File: config.mk
export PLATFORM = sky130hd
export DESIGN_NAME = hazard_sb
export DESIGN_NICKNAME = d
export VERILOG_FILES = /design/src/rtl/hazard_sb_pkg.sv /design/src/rtl/hazard_sb_match.sv /design/src/rtl/hazard_sb.sv
export SDC_FILE = /design/constraint.sdc
export NUM_CORES = 1
export LEC_CHECK = 0
export CAP_MARGIN = 20
export CORE_UTILIZATION = 24
export CTS_BUF_LIST = sky130_fd_sc_hd__clkbuf_4 sky130_fd_sc_hd__clkbuf_8
export DETAILED_ROUTE_END_ITERATION = 8
export PLACE_DENSITY = 0.48
export SYNTH_ARGS = -nofsm -noshare
export SYNTH_HDL_FRONTEND = slang
export SYNTH_SLANG_ARGS = --single-unit
File: constraint.sdc
create_clock -name clk -period 6.87 [get_ports clk]
set_input_delay 1.374 -clock clk [delete_from_list [all_inputs] [get_ports clk]]
set_output_delay 1.374 -clock clk [all_outputs]
set_load 0.01 [all_outputs]
File: src/rtl/hazard_sb_pkg.sv
// Shared types for the hazard scoreboard: generic scalar types in common,
// pipeline control bundle and scoreboard state in pipes.
package common;
  typedef logic        u1;
  typedef logic [31:0] word_t;

  localparam int ZERO_REG = 31;
endpackage

package pipes;
  typedef enum logic {
    SB_IDLE = 1'b0,
    SB_BUSY = 1'b1
  } sb_state_t;

  typedef struct packed {
    logic stallF;
    logic stallD;
    logic stallE;
    logic stallM;
    logic flushD;
    logic flushE;
    logic flushW;
  } hazard_ctrl_t;
endpackage

File: src/rtl/hazard_sb_match.sv
// NSRC-way comparator: does any enabled, non-zero-register source equal idx_i?
module sb_match #(
  parameter int NSRC     = 3,
  parameter int AW       = 5,
  parameter int ZERO_REG = 31
) (
  input  logic [NSRC*AW-1:0] src_i,
  input  logic [NSRC-1:0]    src_en_i,
  input  logic [AW-1:0]      idx_i,
  output logic               hit_o
);

  always_comb begin
    hit_o = 1'b0;
    for (int i = 0; i < NSRC; i++) begin
      if (src_en_i[i] && (src_i[i*AW +: AW] != AW'(ZERO_REG)) && (src_i[i*AW +: AW] == idx_i)) begin
        hit_o = 1'b1;
      end
    end
  end

endmodule

File: src/rtl/hazard_sb.sv
// Hazard unit with a single-entry scoreboard tracking one outstanding
// variable-latency mul/div result.
module hazard_sb
  import pipes::*;
#(
  parameter int NREG     = 32,
  parameter int AW       = $clog2(NREG),
  parameter int NSRC     = 3,
  parameter int ZERO_REG = common::ZERO_REG,
  parameter int CW       = 32
) (
  input  common::u1          clk,
  input  common::u1          reset,
  input  logic               ireq_valid,
  input  logic               iresp_data_ok,
  input  logic               dreq_valid,
  input  logic               dresp_data_ok,
  input  logic               d_valid,
  input  logic [NSRC*AW-1:0] d_src,
  input  logic [NSRC-1:0]    d_src_en,
  input  logic [AW-1:0]      d_dst,
  input  logic               d_regwrite,
  input  logic               d_multi,
  input  logic [AW-1:0]      e_dst,
  input  logic               e_regwrite,
  input  logic               e_memtoreg,
  input  logic               md_done,
  input  logic               redirect,
  output logic               stallF,
  output logic               stallD,
  output logic               stallE,
  output logic               stallM,
  output logic               flushD,
  output logic               flushE,
  output logic               flushW,
  output logic               md_issue,
  output logic               sb_busy,
  output logic [AW-1:0]      sb_dst,
  output logic               sb_err,
  output logic [CW-1:0]      stall_cnt
);

  sb_state_t    state_q, state_d;
  logic [AW-1:0] sb_dst_q, sb_dst_d;
  logic          sb_err_q, sb_err_d;
  logic [CW-1:0] stall_cnt_q, stall_cnt_d;

  hazard_ctrl_t ctrl;
  logic memwait, fetchwait, loaduse, sbhaz;
  logic e_hit, sb_hit;

  sb_match #(.NSRC(NSRC), .AW(AW), .ZERO_REG(ZERO_REG)) u_e_match (
    .src_i    (d_src),
    .src_en_i (d_src_en),
    .idx_i    (e_dst),
    .hit_o    (e_hit)
  );

  sb_match #(.NSRC(NSRC), .AW(AW), .ZERO_REG(ZERO_REG)) u_sb_match (
    .src_i    (d_src),
    .src_en_i (d_src_en),
    .idx_i    (sb_dst_q),
    .hit_o    (sb_hit)
  );

  assign memwait   = dreq_valid & ~dresp_data_ok;
  assign fetchwait = ireq_valid & ~iresp_data_ok;
  assign loaduse   = d_valid & e_regwrite & e_memtoreg & e_hit;
  // md_done bypasses the result this cycle, so every scoreboard hazard clears.
  assign sbhaz     = d_valid & (state_q == SB_BUSY) & ~md_done &
                     (sb_hit | (d_regwrite & (d_dst == sb_dst_q)) | d_multi);

  always_comb begin
    ctrl = '0;
    if (memwait) begin
      ctrl.stallF = 1'b1;
      ctrl.stallD = 1'b1;
      ctrl.stallE = 1'b1;
      ctrl.stallM = 1'b1;
      ctrl.flushW = 1'b1;
    end else if (redirect) begin
      ctrl.flushD = 1'b1;
    end else if (loaduse || sbhaz) begin
      ctrl.stallF = 1'b1;
      ctrl.stallD = 1'b1;
      ctrl.flushE = 1'b1;
    end else if (fetchwait) begin
      ctrl.stallF = 1'b1;
      ctrl.flushD = 1'b1;
    end
  end

  assign md_issue = d_valid & d_multi & ~ctrl.stallD & ~ctrl.flushD & ~memwait;

  always_comb begin
    state_d  = state_q;
    sb_dst_d = sb_dst_q;
    sb_err_d = sb_err_q;
    case (state_q)
      SB_IDLE: begin
        if (md_done) sb_err_d = 1'b1;
        if (md_issue) begin
          state_d  = SB_BUSY;
          sb_dst_d = d_dst;
        end
      end
      SB_BUSY: begin
        if (md_done) begin
          if (md_issue) sb_dst_d = d_dst;
          else          state_d  = SB_IDLE;
        end
      end
      default: state_d = SB_IDLE;
    endcase
    stall_cnt_d = stall_cnt_q;
    if (ctrl.stallD && (stall_cnt_q != '1)) stall_cnt_d = stall_cnt_q + CW'(1);
  end

  always_ff @(posedge clk or posedge reset) begin
    if (reset) begin
      state_q     <= SB_IDLE;
      sb_dst_q    <= '0;
      sb_err_q    <= 1'b0;
      stall_cnt_q <= '0;
    end else begin
      state_q     <= state_d;
      sb_dst_q    <= sb_dst_d;
      sb_err_q    <= sb_err_d;
      stall_cnt_q <= stall_cnt_d;
    end
  end

  assign stallF    = ctrl.stallF;
  assign stallD    = ctrl.stallD;
  assign stallE    = ctrl.stallE;
  assign stallM    = ctrl.stallM;
  assign flushD    = ctrl.flushD;
  assign flushE    = ctrl.flushE;
  assign flushW    = ctrl.flushW;
  assign sb_busy   = (state_q == SB_BUSY);
  assign sb_dst    = sb_dst_q;
  assign sb_err    = sb_err_q;
  assign stall_cnt = stall_cnt_q;

endmodule
Yosys cells after proc, flatten, opt, wreduce, memory -nomap -nowiden:

Index checks and enable logic that the tools add are counted.
W data, S select, Z words.

* bits in registers: 39
* output and inout port bits: 47
* word-level logic and storage cells: 74

* add/sub/neg operators: 1
* eq/ne operators: 12
* mux-type cells: 23
* bitwise logic cells: 22
* reductions and logical operators: 12

Operators with widths (number)
* $eq A5 B5 Y1: 7
* $add A32 B1 Y32 const B: 1
* $ne A32 B32 Y1 const B: 1
* $mux W1: 15
* $ne A5 B5 Y1 const B: 3
* $and A1 B1 Y1: 13
* $logic_and A1 B1 Y1: 10
* $mux W5: 2
* $pmux W5 S2: 1
* $mux W2: 4
* $not A1 Y1: 7
* $ne A2 B2 Y1 const B: 1
* $or A1 B1 Y1: 2
* $pmux W1 S2: 1
* $reduce_and A2 Y1: 1
* $logic_or A1 B1 Y1: 1

Longest topological paths before layout:

* word-level depth: 20
* gate-level depth with buffers: 9

Hierarchy:

A second synthesis with hierarchy kept.

* cell total of the unflattened synthesis: 246
* area total of the unflattened synthesis: 2387.3 um^2

By module, submodules not included
* hazard_sb: times used 1, cells each 184, area an instance 1969.4 um^2, seq. area each 975.9 um^2
* sb_match: times used 2, cells each 31, area an instance 209.0 um^2, seq. area each 0.0 um^2

Worst setup path before layout:

OpenSTA, ideal clock, no wires.

* path type: input-to-output
* start point: input d_src[2]
* end point: output flushD
* data arrival time: 2903 ps
* required time: 5496 ps
* slack: 2593 ps
* stages: 8
* path buffers: 1
* cell sequence: nand3_1 -> o21a_1 -> and4_1 -> o311ai_0 -> o211a_4 -> buf_2 -> inv_1 -> a21oi_1

* cells in the longest elaborated chain, start to end: 13

Ends and longest elaborated chain
* start, declared: RTL line hazard_sb.sv:19 `input logic [NSRC*AW-1:0] d_src,`
* $ne A5 B5 Y1: RTL line hazard_sb_match.sv:16 `if (src_en_i[i] && (src_i[i*AW +: AW] != AW'(ZERO_REG)) && (src_i[i*AW +: AW] == idx_i)) begin`
* $logic_and A1 B1 Y1 (2 in series): RTL line hazard_sb_match.sv:16
* $mux W1 (3 in series): RTL line hazard_sb_match.sv:16
* $or A1 B1 Y1 (2 in series): RTL line hazard_sb.sv:71 `(sb_hit | (d_regwrite & (d_dst == sb_dst_q)) | d_multi);`
* $and A1 B1 Y1: RTL line hazard_sb.sv:70 `assign sbhaz = d_valid & (state_q == SB_BUSY) & ~md_done &`
* $logic_or A1 B1 Y1 (*): RTL line hazard_sb.sv:83 `end else if (loaduse || sbhaz) begin`
* $mux W1 (*): RTL line hazard_sb.sv:83
* $mux W1 (*): RTL line hazard_sb.sv:81 `end else if (redirect) begin`
* $mux W2 (*): RTL line hazard_sb.sv:75 `if (memwait) begin`
* end, declared: RTL line hazard_sb.sv:33 `output logic flushD,`

Mark *: on every way between the ends. The rest lies on a longest branch, timed or not.

Worst setup path in the final report:

* start point: input d_src[12]
* end point: output flushD

* cells in the longest elaborated chain, start to end: 11

Ends and longest elaborated chain (RTL line)
* $ne A5 B5 Y1: hazard_sb_match.sv:16
* $logic_and A1 B1 Y1 (2 in series): hazard_sb_match.sv:16
* $mux W1: hazard_sb_match.sv:16
* $or A1 B1 Y1 (2 in series): hazard_sb.sv:71
* $and A1 B1 Y1: hazard_sb.sv:70
* $logic_or A1 B1 Y1 (*): hazard_sb.sv:83
* $mux W1 (*): hazard_sb.sv:83
* $mux W1 (*): hazard_sb.sv:81
* $mux W2 (*): hazard_sb.sv:75

Marks and branches as above.

==> flow_metrics.py <==
metrics = {
    "outcome": {
        "status": "finished, final reports clean",
    },
    "layout": {
        "final_util_pct": 35.0,
        "drive_gt1_share_pct": 10.4,
        "fill_cells": 1083,
        "nNetsFinal": 378,
        "syn2layout_area_growth_pct": 40.8,
        "antenna_cells": 0,
    },
    "cts": {
        "clk_latency_ns": 0.29,
        "clk_root_buffer_cell": "clkbuf_8",
        "post_cts_buffers": 0,
        "cts_tree": "built",
        "ctsHtreeMaxLevel": 2,
        "cts-resized-gates": 0,
        "clk_pin_slew_worst_paths_ns": 0.07,
        "cts-buffers-inserted": 5,
        "clock_sinks": 39,
        "ctsHoldBuffers": 0,
        "clock_path_buffers": 2,
    },
    "sta": {
        "rsz0062_at_grt": "no",
        "hold_viol": 0,
        "finalSetupViolCount": 0,
        "drv_slew": 0,
        "slew_headroom_pct": 36.0,
        "min_period_ns": 5.62,
        "fin_crit_sh_pct": 81.7,
        "setup_tns_ns": 0,
        "clock.fmax_mhz": 178,
        "clock-skew-final_ns": 0.00973,
        "worst_slew_pin_slew_ns": 0.951,
    },
    "setup_path": {
        "start_kind": "primary input",
        "crit_path_frequent_cell": "clkdlybuf4s50_1",
        "arrival_ns": 4.24,
        "slowest_delay_ns": 0.58,
        "crit_chain": "clkdlybuf4s50_1 -> nand3_1 -> o21ai_0 -> nor4_1 -> o311ai_0 -> o211a_4 -> inv_1 -> a21oi_1 -> clkdlybuf4s50_1",
        "worst-path-max-fanout": 33,
        "cp.required_ns": 5.50,
        "crit_type": "in -> out",
        "endpoint_kind": "output pin",
        "cpLargestDelayFamily": "compound AO/OA/AOI/OAI gates",
        "slowest_stage": "o211a_4",
        "path_buf_inv": 3,
    },
    "synthesis": {
        "avgSynthCellArea_um2": 10.1,
        "synth_fp_nets": 296,
        "synth_cell_type_count": 39,
        "yosys_warnings": 0,
        "syn_inst": 254,
        "syn_area_mm2": 0.00256,
        "seq_area_frac_synth_pct": 38.0,
        "ys_ff_latch": 39,
    },
    "global_route": {
        "grt_max_degree": 40,
        "grt.total_usage_pct": 12.8,
        "overflow": 0,
        "antenna_found_initial": 0,
        "grt_pass1_wl_mm": 11.3,
        "grt_pass1_vias": 2239,
    },
    "detailed_routing": {
        "drc": 0,
        "dr_total_vias": 2146,
        "drt-pass1-iter-count": 4,
        "totalWireLength_mm": 6.77,
        "drt-initial-drc-count": 49,
        "post_drt_via_cell_ratio": 4.55,
        "post_drt_wl_per_cell_um": 14.3,
        "ant_nets": 0,
    },
    "worst_hold_path": {
        "hold_path_class": "reg -> reg",
    },
    "power": {
        "internal-power_mw": 0.478,
        "pwr-share-comb_pct": 31.9,
        "switchingPower_mw": 0.225,
        "clkPwrFrac_pct": 22.4,
        "pwr-share-seq_pct": 45.6,
        "peakVddDrop_mv": 0.125,
        "leakage_nw": 1.43,
        "swShare_pct": 32.0,
        "power_density_mw_per_mm2": 195,
    },
    "floorplanning": {
        "start_util_pct": 24.8,
        "die_height_um": 105,
        "dieArea_mm2": 0.0111,
        "fp.dieW_um": 105,
        "coreArea_mm2": 0.0103,
        "rows": 37,
        "ios": 88,
    },
    "flow_run": {
        "max_cap_viol_count": 0,
    },
    "placement": {
        "finalWeightedCongestion": 0.788,
        "port_buffers": 87,
        "hpwl_mm": 5.18,
    },
}
## power groups by stage
stage / clock network (mW) / registers (mW) / logic (mW)
CTS: 0.166 / 0.322 / 0.228
floorplan: 0 / 0.316 / 0.112
finish: 0.158 / 0.321 / 0.224
global placement: 0 / 0.326 / 0.225
global route: 0.173 / 0.330 / 0.246
detailed placement: 0 / 0.326 / 0.226
## cell usage in the layout, fill, tap and decap left out, types with 5 or more instances in the layout
master	synthesis	final
xnor2_1	22	22
mux2_2	6	6
nand3_1	18	18
inv_1	10	10
xor2_1	44	44
and3_1	7	7
nand4_1	7	7
clkdlybuf4s50_1	0	87
clkbuf_8	0	6
dfrtp_1	39	39
nor4_1	5	5
nor4_2	14	14
nand2_1	19	19
nor3_1	15	15
## cell usage after synthesis, drive strengths merged
cell type  number  share of area (%)
nand3          18                3.5
nor4b           3                1.6
xnor2          22                7.5
and4            3                1.1
a31oi           1               0.24
nor3b           1               0.29
nand3b          1               0.29
or2             1               0.24
ha              1               0.49
mux2            6                2.6
nand4           7                1.7
dfrtp          39                 38
nand2          19                2.8
nor4           19                8.0
o211a           1               0.68
clkbuf          3               0.44
a21oi           1               0.19
or4             3               0.88
nor3           16                3.3
o311ai          1               0.34
buf            11                3.6
inv            10                1.5
nor2            3               0.44
and2            1               0.24
nand2b          3               0.73
a21o            1               0.29
nor2b           1               0.24
o21ai           4               0.78
a211oi          1               0.49
and3            7                1.7
xor2           44                 15
o31ai           1               0.29
o21a            1               0.29
## layer usage
metal	GRT usage (%)	wire length [um]	part of all wire, %	vias to the layer above
met4	3.02	53	0.78	0
li1	-	-	-	1049
met2	21.5	3260	48	47
met1	16.8	3180	47	1045
met5	0	0	0	-
met3	2.47	280	4.1	5
## cells by family (layout without fill, tap and decap cells)
family	count (synthesis)	after routing	share of synthesized area, %
xor+xnor	66	66	22.5
simple gates	106	106	27.2
buf+inv	24	106	5.51
fa+ha+maj	1	1	0.488
compound gates	12	12	3.61
mux	6	6	2.63
flops	39	39	38.0
## path summary, 6_finish.rpt
kind	startpoint	end	slack, ns	depth (start not counted)
worst min-delay path	sb_err	sb_err	0.46	1
max in group asynchronous	reset	sb_dst[1]	4.99	3
worst max-delay path	d_src[12]	flushD	1.25	9
worst min register to register	sb_err	sb_err	0.46	1
min in group asynchronous	reset	stall_cnt[12]	1.50	3
worst max register to register	stall_cnt[10]	stall_cnt[1]	3.66	8
## state kept, by name, indices dropped and copies added, names as in the netlist
register and flops:
sb_busy 1, sb_err 1, stall_cnt 32, sb_dst 5
## layout make-up
cell class | count | area, um^2 | area share [%]
Timing Repair Buffer | 89 | 886 | 24.5
Clock buffer | 6 | 82.6 | 2.29
Multi-Input combinational cell | 191 | 1450 | 40.3
Clock inverter | 1 | 5.00 | 0.139
Sequential cell | 39 | 976 | 27.0
Inverter | 10 | 37.5 | 1.04
Tap cell | 136 | 170 | 4.71
## stage by stage
stage | power (mW) | hold slack (ns) | setup slack [ns] | instances | instance area (um^2)
after global placement | 0.551 | 0.446 | 1.24 | 465 | 3520
after floorplan | 0.428 | 0.493 | 2.59 | 254 | 2560
after detailed placement | 0.552 | 0.449 | 1.20 | 465 | 3520
after global routing | 0.749 | 0.507 | 1.07 | 472 | 3610
final | 0.703 | 0.460 | 1.25 | 472 | 3610
after CTS | 0.715 | 0.466 | 1.20 | 472 | 3610
Power figures use the tool's default switching activity.
